### src/rtl/pipeline_stall_controller_pkg.sv
// pipeline_stall_controller_pkg: shared FSM states, default sizes and stage-control bundle
package pipeline_stall_controller_pkg;
  typedef enum logic [0:0] {RUN = 1'b0, MEM_WAIT = 1'b1} state_e;
  localparam int DEF_MEM_TIMEOUT = 64;
  localparam int DEF_STAT_W = 16;
  typedef struct packed {
    logic freeze_pc;
    logic freeze_ifid;
    logic bubble_idexe;
    logic flush_if;
    logic flush_id;
    logic freeze_back;
  } stage_ctrl_t;
endpackage

### src/rtl/pipeline_stall_controller_sat_counter.sv
// pipeline_stall_controller_sat_counter: saturating event counter with async active-low clear
module pipeline_stall_controller_sat_counter #(
  parameter int W = 16
) (
  input  logic         clk,
  input  logic         rst,
  input  logic         inc,
  output logic [W-1:0] count
);
  logic [W-1:0] count_q, count_d;
  // hold at all-ones instead of wrapping
  always_comb count_d = (inc && count_q != '1) ? count_q + 1'b1 : count_q;
  // count register
  always_ff @(posedge clk or negedge rst)
    if (!rst) count_q <= '0;
    else count_q <= count_d;
  assign count = count_q;
endmodule

### src/rtl/pipeline_stall_controller.sv
// pipeline_stall_controller: stall/flush sequencer and SRAM handshake owner; PIPELINE_STALL_STATS_EN builds statistics counters
module pipeline_stall_controller
  import pipeline_stall_controller_pkg::*;
#(
  parameter int MEM_TIMEOUT = DEF_MEM_TIMEOUT,
  parameter int STAT_W = DEF_STAT_W
) (
  input  logic              clk,
  input  logic              rst,
  input  logic              hazardDetected,
  input  logic              branchTaken,
  input  logic              memReadMEM,
  input  logic              memWriteMEM,
  input  logic              sramReady,
  output logic              sramStart,
  output logic              freezePC,
  output logic              freezeIFID,
  output logic              bubbleIDEXE,
  output logic              flushIF,
  output logic              flushID,
  output logic              freezeBack,
  output logic              memTimeout,
  output logic [STAT_W-1:0] hazardStallCount,
  output logic [STAT_W-1:0] memStallCount,
  output logic [STAT_W-1:0] flushCount
);
  localparam int CNT_W = $clog2(MEM_TIMEOUT + 1);
  localparam logic [CNT_W-1:0] CNT_MAX = CNT_W'(MEM_TIMEOUT);
  localparam logic [CNT_W-1:0] CNT_PRE = CNT_W'(MEM_TIMEOUT - 1);
  localparam logic [0:0] ST_RUN = RUN;
  localparam logic [0:0] ST_WAIT = MEM_WAIT;
  logic [0:0] state_q, state_d;
  logic [CNT_W-1:0] cnt_q, cnt_d;
  logic mem_timeout_q, mem_timeout_d;
  logic sram_start;
  stage_ctrl_t ctrl;
  logic mem_req;
  assign mem_req = memReadMEM | memWriteMEM;
  // priority: memory access, then branch flush, then hazard stall; MEM_WAIT freezes until ready or timeout
  always_comb begin
    ctrl = '0;
    sram_start = 1'b0;
    state_d = state_q;
    cnt_d = cnt_q;
    mem_timeout_d = mem_timeout_q;
    if (state_q == ST_RUN) begin
      if (mem_req) begin
        sram_start = 1'b1;
        ctrl.freeze_pc = 1'b1;
        ctrl.freeze_ifid = 1'b1;
        ctrl.freeze_back = 1'b1;
        state_d = ST_WAIT;
        cnt_d = '0;
      end else if (branchTaken) begin
        ctrl.flush_if = 1'b1;
        ctrl.flush_id = 1'b1;
      end else if (hazardDetected) begin
        ctrl.freeze_pc = 1'b1;
        ctrl.freeze_ifid = 1'b1;
        ctrl.bubble_idexe = 1'b1;
      end
    end else if (sramReady || cnt_q == CNT_MAX) begin
      state_d = ST_RUN;
    end else begin
      ctrl.freeze_pc = 1'b1;
      ctrl.freeze_ifid = 1'b1;
      ctrl.freeze_back = 1'b1;
      cnt_d = cnt_q + 1'b1;
      mem_timeout_d = mem_timeout_q | (cnt_q == CNT_PRE);
    end
  end
  // state, wait counter and sticky timeout flag
  always_ff @(posedge clk or negedge rst)
    if (!rst) begin
      state_q <= ST_RUN;
      cnt_q <= '0;
      mem_timeout_q <= 1'b0;
    end else begin
      state_q <= state_d;
      cnt_q <= cnt_d;
      mem_timeout_q <= mem_timeout_d;
    end
  assign {freezePC, freezeIFID, bubbleIDEXE, flushIF, flushID, freezeBack} = rst ? ctrl : '0;
  assign sramStart = rst & sram_start;
  assign memTimeout = rst & mem_timeout_q;
`ifdef PIPELINE_STALL_STATS_EN
  pipeline_stall_controller_sat_counter #(.W(STAT_W)) u_hazard_cnt (
    .clk(clk), .rst(rst), .inc(bubbleIDEXE), .count(hazardStallCount)
  );
  pipeline_stall_controller_sat_counter #(.W(STAT_W)) u_mem_cnt (
    .clk(clk), .rst(rst), .inc(freezeBack), .count(memStallCount)
  );
  pipeline_stall_controller_sat_counter #(.W(STAT_W)) u_flush_cnt (
    .clk(clk), .rst(rst), .inc(flushIF), .count(flushCount)
  );
`else
  assign hazardStallCount = '0;
  assign memStallCount = '0;
  assign flushCount = '0;
`endif
endmodule

### config.mk
export PLATFORM = sky130hd
export DESIGN_NAME = pipeline_stall_controller
export DESIGN_NICKNAME = d
export VERILOG_FILES = /design/src/rtl/pipeline_stall_controller_pkg.sv /design/src/rtl/pipeline_stall_controller_sat_counter.sv /design/src/rtl/pipeline_stall_controller.sv
export SDC_FILE = /design/constraint.sdc
export NUM_CORES = 1
export LEC_CHECK = 0
export BUFFER_PORTS_ARGS = -buffer_cell sky130_fd_sc_hd__clkbuf_2
export CAP_MARGIN = 20
export CORE_ASPECT_RATIO = 1.2
export CORE_MARGIN = 2
export CORE_UTILIZATION = 35
export CTS_CLUSTER_DIAMETER = 40
export DETAILED_ROUTE_END_ITERATION = 16
export HOLD_SLACK_MARGIN = 0.03
export PLACE_DENSITY = 0.66
export SLEW_MARGIN = 20
export SYNTH_ARGS = -nofsm -noshare
export SYNTH_HDL_FRONTEND = slang
export SYNTH_SLANG_ARGS = --single-unit
### constraint.sdc
create_clock -name clk -period 3.25 [get_ports clk]
set_input_delay 0.65 -clock clk [delete_from_list [all_inputs] [get_ports clk]]
set_output_delay 0.65 -clock clk [all_outputs]
set_load 0.02 [all_outputs]
==> results of run 1 <==
## Yosys cell counts, drive strengths merged
library cell	number	area, um^2
or4b	1	10.0
nor2	2	7.51
a21oi	2	10.0
a31oi	1	6.26
conb	1	3.75
nor2b	1	6.26
inv	5	18.8
clkbuf	1	3.75
a41oi	1	8.76
nand2b	1	6.26
and2	3	18.8
nor4	2	27.5
a211o	1	8.76
o211ai	2	20.0
and4	1	10.0
and3	4	30.0
o21ai	3	15.0
buf	51	387
dfrtp	9	225
nand3	3	15.0
a22o	4	35.0
nand3b	1	7.51
xor2	1	8.76
a31o	1	8.76
nand2	2	7.51
nor3	2	10.0
mux2i	1	10.0
xnor2	2	17.5
or3	1	6.26
ha	2	25.0
and4b	1	10.0
## layout by cell type, fill, tap and decap left out, drive strengths merged
cell type,count
a31o,1
nor2,2
nand2,2
and4b,1
nor2b,1
ha,2
mux2i,1
xnor2,2
nor4,2
or4b,1
a31oi,1
dfrtp,9
or3,1
a41oi,1
a211o,1
nand3,3
a21oi,2
and4,1
buf,1
a22o,4
o211ai,2
xor2,1
clkbuf,18
nor3,2
nand3b,1
and3,4
inv,5
nand2b,1
and2,3
conb,48
o21ai,3
## registers in the layout (all words and copies together), names as in the netlist
register and count:
state_q 1, mem_timeout_q 1, cnt_q 7
## per-layer routing
metal  routed length, um  GRT usage (%)  up-vias
li1                    -              -      313
met4                  27           5.45        0
met1                 572           9.58      327
met2                 790           15.3       35
met3                 133           1.44        5
met5                   0              0        -
## critical path: cells and delay by family, from the launching register on
family | cells | cell delay [ps]
compound gates | 1 | 110
simple gates | 3 | 810
flops | 1 | 460
buf+inv | 1 | 150
## cell type report
class	count	area, um^2
Fill cell	297	1820
Multi-Input combinational cell	94	527
Sequential cell	9	225
Timing Repair Buffer	15	77.6
Tap cell	34	42.5
Clock buffer	4	26.3
Inverter	5	18.8
## kinds of logic after synthesis
group	Yosys count	share of synthesized area [%]
compound gates	15	11.4
flops	9	22.9
mux	1	1.02
buf+inv	57	41.5
xor+xnor	3	2.67
other cells	1	0.381
fa+ha+maj	2	2.54
simple gates	25	17.5
## power by group
| part | internal (W) | switching (W) |
|---|---|---|
| Combinational | 0.0000367 | 0.0000892 |
| Sequential | 0.000123 | 0.0000210 |
| Clock | 0.0000474 | 0.0000403 |
## metrics by stage
step           cell area [um^2]  power [W]  hold slack, ps  setup slack, ps
5_1_grt                     917   0.000381             270              715
4_1_cts                     917   0.000361             264              803
6_report                    917   0.000357             266              802
3_5_place_dp                891   0.000271             474             1010
2_1_floorplan              1160   0.000291             354              901
3_3_place_gp                891   0.000265             449             1030
## worst max path at each step
| stage | start | cells past startpoint | slack, ps | end |
|---|---|---|---|---|
| after detailed placement | memWriteMEM | 4 | 1010 | bubbleIDEXE |
| after floorplan | memWriteMEM | 2 | 900 | bubbleIDEXE |
| after global routing | cnt_q[2]$_DFFE_PN0P_ | 5 | 720 | freezePC |
| after global placement | memWriteMEM | 4 | 1030 | bubbleIDEXE |
| final | cnt_q[2]$_DFFE_PN0P_ | 5 | 800 | freezeBack |
| after CTS | cnt_q[2]$_DFFE_PN0P_ | 5 | 800 | freezeBack |
==> qor.yml, run 1 <==
status: "complete, no violations"
post_cts_buffers: 0
syn2layout_area_growth_pct: -6.86
grt_pass1_vias: 532
yosysSeqAreaShare_pct: 22.9
synth-seq-cells: 9
r2r-start: "cnt_q[0]$_DFFE_PN0P_"
synth.avg_cell_area_um2: 8.71
rsz0062_at_grt: "false"
path_clk_slew_ps: 60
vias_per_cell: 4.22
gr-total-overflow: 0
cp.required_ps: 2600
io_pins: 63
finalCriticalPeriod_ps: 2450
hold_path_class: "input pin to async pin"
hold_violations: 0
fmax_ghz: 0.409
path_cells: "nor4_4 > and3_4 > o21ai_0 > and3_1 > clkbuf_2"
finalCritPeriodShare_pct: 75.3
r2r_cells: 5
placeableCoreArea_um2: 2730
drive_gt1_share_pct: 18.1
cts_buffer_depth: 2
synthCells: 113
tns_ps: 0
holdBufCountCts: 0
final_cell_count_no_fill: 161
cap_violations: 0
die_w_um: 52.4
finalNetCount: 137
cts-buffers-inserted: 3
clk_latency_ps: 260
ir_drop_uv: 155
endpoint_kind: "primary output"
rr_endpoint: "cnt_q[0]$_DFFE_PN0P_"
cts.root.buffer_cell: "clkbuf_4"
antenna_found_initial: 0
netlist_area_um2: 985
rrSetupSlack_ps: 1710
yosys_warnings: 0
grt_usage_pct: 8.85
placementRows: 21
wl_per_cell_um: 9.46
cts_tree: "built"
via_count: 680
power.density_nw_per_um2: 390
crit_type: "flip-flop to primary output"
first_pass_iters: 4
cts.repair.resized: 0
wirelength_um: 1520
die-area_um2: 3260
fin_util_pct: 33.6
maxSlewViolCount: 0
crit_arrival_ps: 1800
critical_path.max_fanout: 7
ant_nets: 0
gp_congestion: 0.769
synth_cell_types: 36
grt_pass1_wl_um: 2200
slowest_delay_ps: 460
post-route-drc-count: 0
die_y_um: 62.1
place_inst: 157
start_util_pct: 36.0
port_buffers: 14
clock-sinks: 9
finClkSkew_ps: 4.50
grt_max_degree: 16
drtIter0Drc: 8
antenna_cells: 0
setup_viol: 0
htree_levels: 1
slowest_stage: "dfrtp_1"
startpoint_type: "flip-flop"
leakagePower_nw: 0.524
dpl.hpwl_um: 1190
Note: power is estimated with default switching activity, not from simulation.
==> run 2: changes to the inputs <==
--- a/config.mk
+++ b/config.mk
@@ -13,7 +13,7 @@
 export CTS_CLUSTER_DIAMETER = 40
 export DETAILED_ROUTE_END_ITERATION = 16
 export HOLD_SLACK_MARGIN = 0.03
-export PLACE_DENSITY = 0.66
+export PLACE_DENSITY = 0.69
 export SLEW_MARGIN = 20
 export SYNTH_ARGS = -nofsm -noshare
 export SYNTH_HDL_FRONTEND = slang
==> constraint.sdc (replaced) <==
create_clock -name clk -period 2.17 [get_ports clk]
set_input_delay 0.434 -clock clk [delete_from_list [all_inputs] [get_ports clk]]
set_output_delay 0.434 -clock clk [all_outputs]
set_load 0.02 [all_outputs]
==> run 2 against run 1 <==
Clock-buffer cell count decreased by 1. Clock skew grew 6.9 ps. First-iteration DRC count decreased by 50%. Non-clock buffer count grew 5. Hold slack better by 200 ps. Sequential power is 49% higher. Combinational power grew 60%. Sequential cell count unchanged. Critical path depth is the same. Largest cell class unchanged. Final cell count increased by 3.1%. Highest routed layer unchanged. Global-route usage fell by 0.37 points.
==> qor.yml, run 2 (synthesis results as in run 1) <==
status: "complete, no violations"
antenna_found_initial: 0
crit_type: "flip-flop to primary output"
cp_top_family: "simple AND/OR/NAND/NOR gates"
htree_levels: 1
placementRows: 21
final_cell_count_no_fill: 166
cp.required_ps: 1740
clock-sinks: 9
post-place-ws_ps: 238
hold_violations: 0
p_int_w: 0.000316
drtIter0Drc: 4
startpoint_type: "flip-flop"
reg_top3: "cnt_q x7, mem_timeout_q x1, state_q x1"
via_count: 675
cap_violations: 0
cts_buffer_depth: 2
vias_per_cell: 4.07
critical_path.max_fanout: 4
finalCriticalPeriod_ps: 2090
grt_usage_pct: 8.48
p_sw_share_pct: 42.0
comb_power_share_pct: 37.0
n_fill_cell: 287
ant_nets: 0
path_clk_slew_ps: 70
ir_drop_uv: 285
final_cell_mix: "conb_1, clkbuf_2, inv_1, dfrtp_1, buf_4"
placeableCoreArea_um2: 2730
clk_latency_ps: 260
whs_ps: 468
critPathLaunch: "cnt_q[4]$_DFFE_PN0P_"
cts-buffers-inserted: 3
grt_pass1_wl_um: 2160
p_total_w: 0.000545
gr-total-overflow: 0
io_pins: 63
use_met2_pct: 12.8
setup_slack_ps: 80.4
slowest_delay_ps: 430
syn2layout_area_growth_pct: -0.762
crit_end: "freezeBack"
worst-path-buf-inv: 1
rr_endpoint: "cnt_q[0]$_DFFE_PN0P_"
r2r-start: "cnt_q[0]$_DFFE_PN0P_"
largest_reg_flops: 7
finalNetCount: 142
cts.root.buffer_cell: "clkbuf_4"
slowest_stage: "dfrtp_2"
place_inst: 159
finalCritPeriodShare_pct: 96.3
hold_path_class: "flip-flop to flip-flop"
leakagePower_nw: 0.547
finClkSkew_ps: 11.4
wirelength_um: 1480
dpl.hpwl_um: 1200
grt_max_degree: 10
setup_viol: 0
gr-usage-met1_pct: 11.0
grt-busiest-layer: "met2"
path_cells: "nor4_4 > and3_4 > o21ai_2 > and3_1 > clkbuf_2"
first_pass_iters: 2
antenna_cells: 0
fmax_ghz: 0.479
cts_tree: "built"
tns_ps: 0
die_w_um: 52.4
power.density_nw_per_um2: 557
die-area_um2: 3260
port_buffers: 14
p_clk_share_pct: 23.7
die_y_um: 62.1
crit_arrival_ps: 1660
final_common_cell: "conb_1"
seqPwrFrac_pct: 39.4
gp_congestion: 0.751
regMostFlops: "cnt_q"
p_switching_w: 0.000229
drive_gt1_share_pct: 26.5
maxSlewViolCount: 0
rsz0062_at_grt: "false"
start_util_pct: 36.0
wl_per_cell_um: 8.92
worst-path-stages: 5
use_met3_pct: 1.44
r2r_cells: 5
rrSetupSlack_ps: 630
grt_pass1_vias: 520
endpoint_kind: "primary output"
post-route-drc-count: 0
-- run 2: cell count changes in the layout (fill, tap and decap cells not counted), sizes merged --
cell         change
buf              +4
clkbuf           -1
clkinv           +1
dlygate4sd3      +1
-- run 2: power by group through the flow --
stage | Clock [W] | Combinational [W] | Sequential [W]
2_1_floorplan | 0 | 0.000231 | 0.000205
3_3_place_gp | 0 | 0.000191 | 0.000213
3_5_place_dp | 0 | 0.000193 | 0.000215
4_1_cts | 0.000136 | 0.000198 | 0.000212
5_1_grt | 0.000146 | 0.000220 | 0.000218
6_report | 0.000129 | 0.000201 | 0.000214
-- run 2: worst register-to-register path, stage by stage, from the launching register on --
cell	delay (ps)
dfrtp_1	400
inv_1	90
ha_1	230
and3_4	170
or4b_1	490
o211ai_2	90
-- run 2: routing by layer --
| metal | routed length, um | up-vias |
|---|---|---|
| met5 | 0 | - |
| met4 | 25 | 0 |
| met3 | 136 | 4 |
| met2 | 721 | 38 |
| met1 | 596 | 312 |
| li1 | - | 321 |
-- run 2: cell type report --
class                   count  area, um^2  area share (%)
inverters                   5        18.8            1.92
clock inverters             1        5.00           0.512
clock buffers               3        22.5            2.30
well taps                  34        42.5            4.35
flip-flops and latches      9         230            23.6
repair buffers             20         118            12.0
multi-input cells          94         541            55.3
-- run 2: worst min-delay path by stage --
stage | startpoint | endpoint | slack (ps) | depth (start not counted)
after floorplan | rst | cnt_q[0]$_DFFE_PN0P_ | 140 | 0
after global placement | rst | cnt_q[0]$_DFFE_PN0P_ | 250 | 1
after detailed placement | rst | cnt_q[0]$_DFFE_PN0P_ | 250 | 1
after CTS | mem_timeout_q$_DFFE_PN0P_ | mem_timeout_q$_DFFE_PN0P_ | 470 | 1
after global routing | mem_timeout_q$_DFFE_PN0P_ | mem_timeout_q$_DFFE_PN0P_ | 490 | 1
final | mem_timeout_q$_DFFE_PN0P_ | mem_timeout_q$_DFFE_PN0P_ | 470 | 1
-- run 2: timing repair --
| action | in CTS | in global routing |
|---|---|---|
| hold buffers | 1 | 0 |
| setup endpoints to repair | 3 | 3 |
| endpoints found under the hold margin | 1 | 0 |
| buffers inserted | 1 | 1 |
| resized for setup | 2 | 6 |
| pin swaps | 1 | 1 |
-- run 2: stage by stage --
stage | util [%] | instance area (um^2)
floorplan | - | 1160
global placement | 33.2 | 906
detailed placement | 33.2 | 906
CTS | 34.8 | 952
global route | 35.8 | 977
finish | 35.8 | 977
==> run 3: changes to the inputs <==
--- a/config.mk
+++ b/config.mk
@@ -13,7 +13,7 @@
 export CTS_CLUSTER_DIAMETER = 40
 export DETAILED_ROUTE_END_ITERATION = 16
 export HOLD_SLACK_MARGIN = 0.03
-export PLACE_DENSITY = 0.69
+export PLACE_DENSITY = 0.71
 export SLEW_MARGIN = 20
 export SYNTH_ARGS = -nofsm -noshare
 export SYNTH_HDL_FRONTEND = slang
==> run 3 against run 2 <==
Worst setup slack got worse by 5.2 ps. Die area did not move. Core utilization rose by 0.69 points. Clock power rose by 5%. Final area rose by 1.9%. Clock skew fell by 8.9 ps.
==> qor.yml, run 3 (synthesis results as in run 1) <==
finClkSkew_ps: 2.49
p_total_w: 0.000583
vias_per_cell: 4.02
grt_max_degree: 14
hold_depth: 1
finalCritPeriodShare_pct: 96.5
dpl.hpwl_um: 1200
regMostFlops: "cnt_q"
hold_path_class: "flip-flop to flip-flop"
place_inst: 159
leakagePower_nw: 0.562
gr-total-overflow: 0
startpoint_type: "flip-flop"
place_area_um2: 906
clock-sinks: 9
antenna_found_initial: 0
drive_gt1_share_pct: 26.5
port_buffers: 14
final_cell_mix: "conb_1, clkbuf_2, buf_4, inv_1, dfrtp_2"
die_y_um: 62.1
wirelength_um: 1590
min_to: "mem_timeout_q$_DFFE_PN0P_"
hold_violations: 0
ant_nets: 0
path_clk_slew_ps: 60
finalNetCount: 146
endpoint_kind: "primary output"
io_pins: 63
syn2layout_area_growth_pct: 1.14
tns_ps: 0
clk_latency_ps: 270
cap_violations: 0
finalCriticalPeriod_ps: 2090
grt_pass1_vias: 553
final_cell_count_no_fill: 170
crit_type: "flip-flop to primary output"
cts.root.buffer_cell: "clkbuf_4"
rrSetupSlack_ps: 620
die-area_um2: 3260
r2r-start: "cnt_q[1]$_DFFE_PN0P_"
crit_arrival_ps: 1660
drtIter0Drc: 2
grt_usage_pct: 9.39
grt_pass1_wl_um: 2300
start_util_pct: 36.0
cts-buffers-inserted: 3
cts_tree: "built"
status: "complete, no violations"
final_common_cell: "conb_1"
maxSlewViolCount: 0
gp_congestion: 0.819
post-place-ws_ps: 266
htree_levels: 1
worstHoldStart: "mem_timeout_q$_DFFE_PN0P_"
die_w_um: 52.4
via_count: 684
placementRows: 21
setup_slack_ps: 75.1
first_pass_iters: 4
reg_top3: "cnt_q x7, mem_timeout_q x1, state_q x1"
largest_reg_flops: 7
cp.required_ps: 1740
antenna_cells: 0
power.density_nw_per_um2: 585
cts_buffer_depth: 2
setup_viol: 0
critical_path.max_fanout: 4
rr_endpoint: "cnt_q[6]$_DFFE_PN0P_"
final_area_um2: 996
ir_drop_uv: 264
fmax_ghz: 0.477
r2r_cells: 6
wl_per_cell_um: 9.34
placeableCoreArea_um2: 2730
post-route-drc-count: 0
==> run 3: cell type report <==
cell class | count | area [um^2]
Clock buffer | 4 | 26.3
Fill cell | 281 | 1740
Inverter | 5 | 18.8
Multi-Input combinational cell | 94 | 527
Sequential cell | 9 | 231
Tap cell | 34 | 42.5
Timing Repair Buffer | 24 | 150
==> run 3: per-stage QoR <==
step	util, %	hold WS (ps)
2_1_floorplan	-	138
3_3_place_gp	33.2	266
3_5_place_dp	33.2	270
4_1_cts	34.5	496
5_1_grt	36.4	502
6_report	36.4	483
==> run 3: worst max-delay path by stage <==
| stage | slack (ps) | depth (start not counted) | end | startpoint |
|---|---|---|---|---|
| global route | -4 | 5 | freezeBack | cnt_q[4]$_DFFE_PN0P_ |
| CTS | 20 | 5 | bubbleIDEXE | rst |
| global placement | 280 | 6 | freezePC | cnt_q[1]$_DFFE_PN0P_ |
| detailed placement | 270 | 6 | freezeIFID | cnt_q[0]$_DFFE_PN0P_ |
| floorplan | 250 | 2 | bubbleIDEXE | memWriteMEM |
| finish | 80 | 5 | freezeIFID | cnt_q[4]$_DFFE_PN0P_ |
==> run 3: routing by layer <==
layer	track usage (%)	up-vias	part of all wire [%]
met5	0	-	0
met3	2.16	4	8.4
met1	10.1	316	40
met4	4.81	0	2.3
met2	16.4	34	50
li1	-	330	-
==> run 3: repair_timing <==
action,4_1_cts,5_1_grt
hold buffers,1,0
setup buffers,0,6
endpoints found under the hold margin,3,0
resized for setup,1,8
pin swaps,0,1
endpoints found under the setup margin,3,4
gates cloned,0,0
==> run 3: worst max-delay path, cell delays in order (launching register included) <==
cell and delay, ps:
dfrtp_2 430, nor4_4 310, and3_4 240, o21ai_1 80, and3_1 190, clkbuf_2 150
==> run 3: where the power goes <==
group | switching, W | internal [W] | leakage [nW]
logic | 0.000152 | 0.0000903 | 0.435
registers | 0.0000204 | 0.000186 | 0.112
clock network | 0.0000634 | 0.0000712 | 0.0150
total | 0.000236 | 0.000347 | 0.562
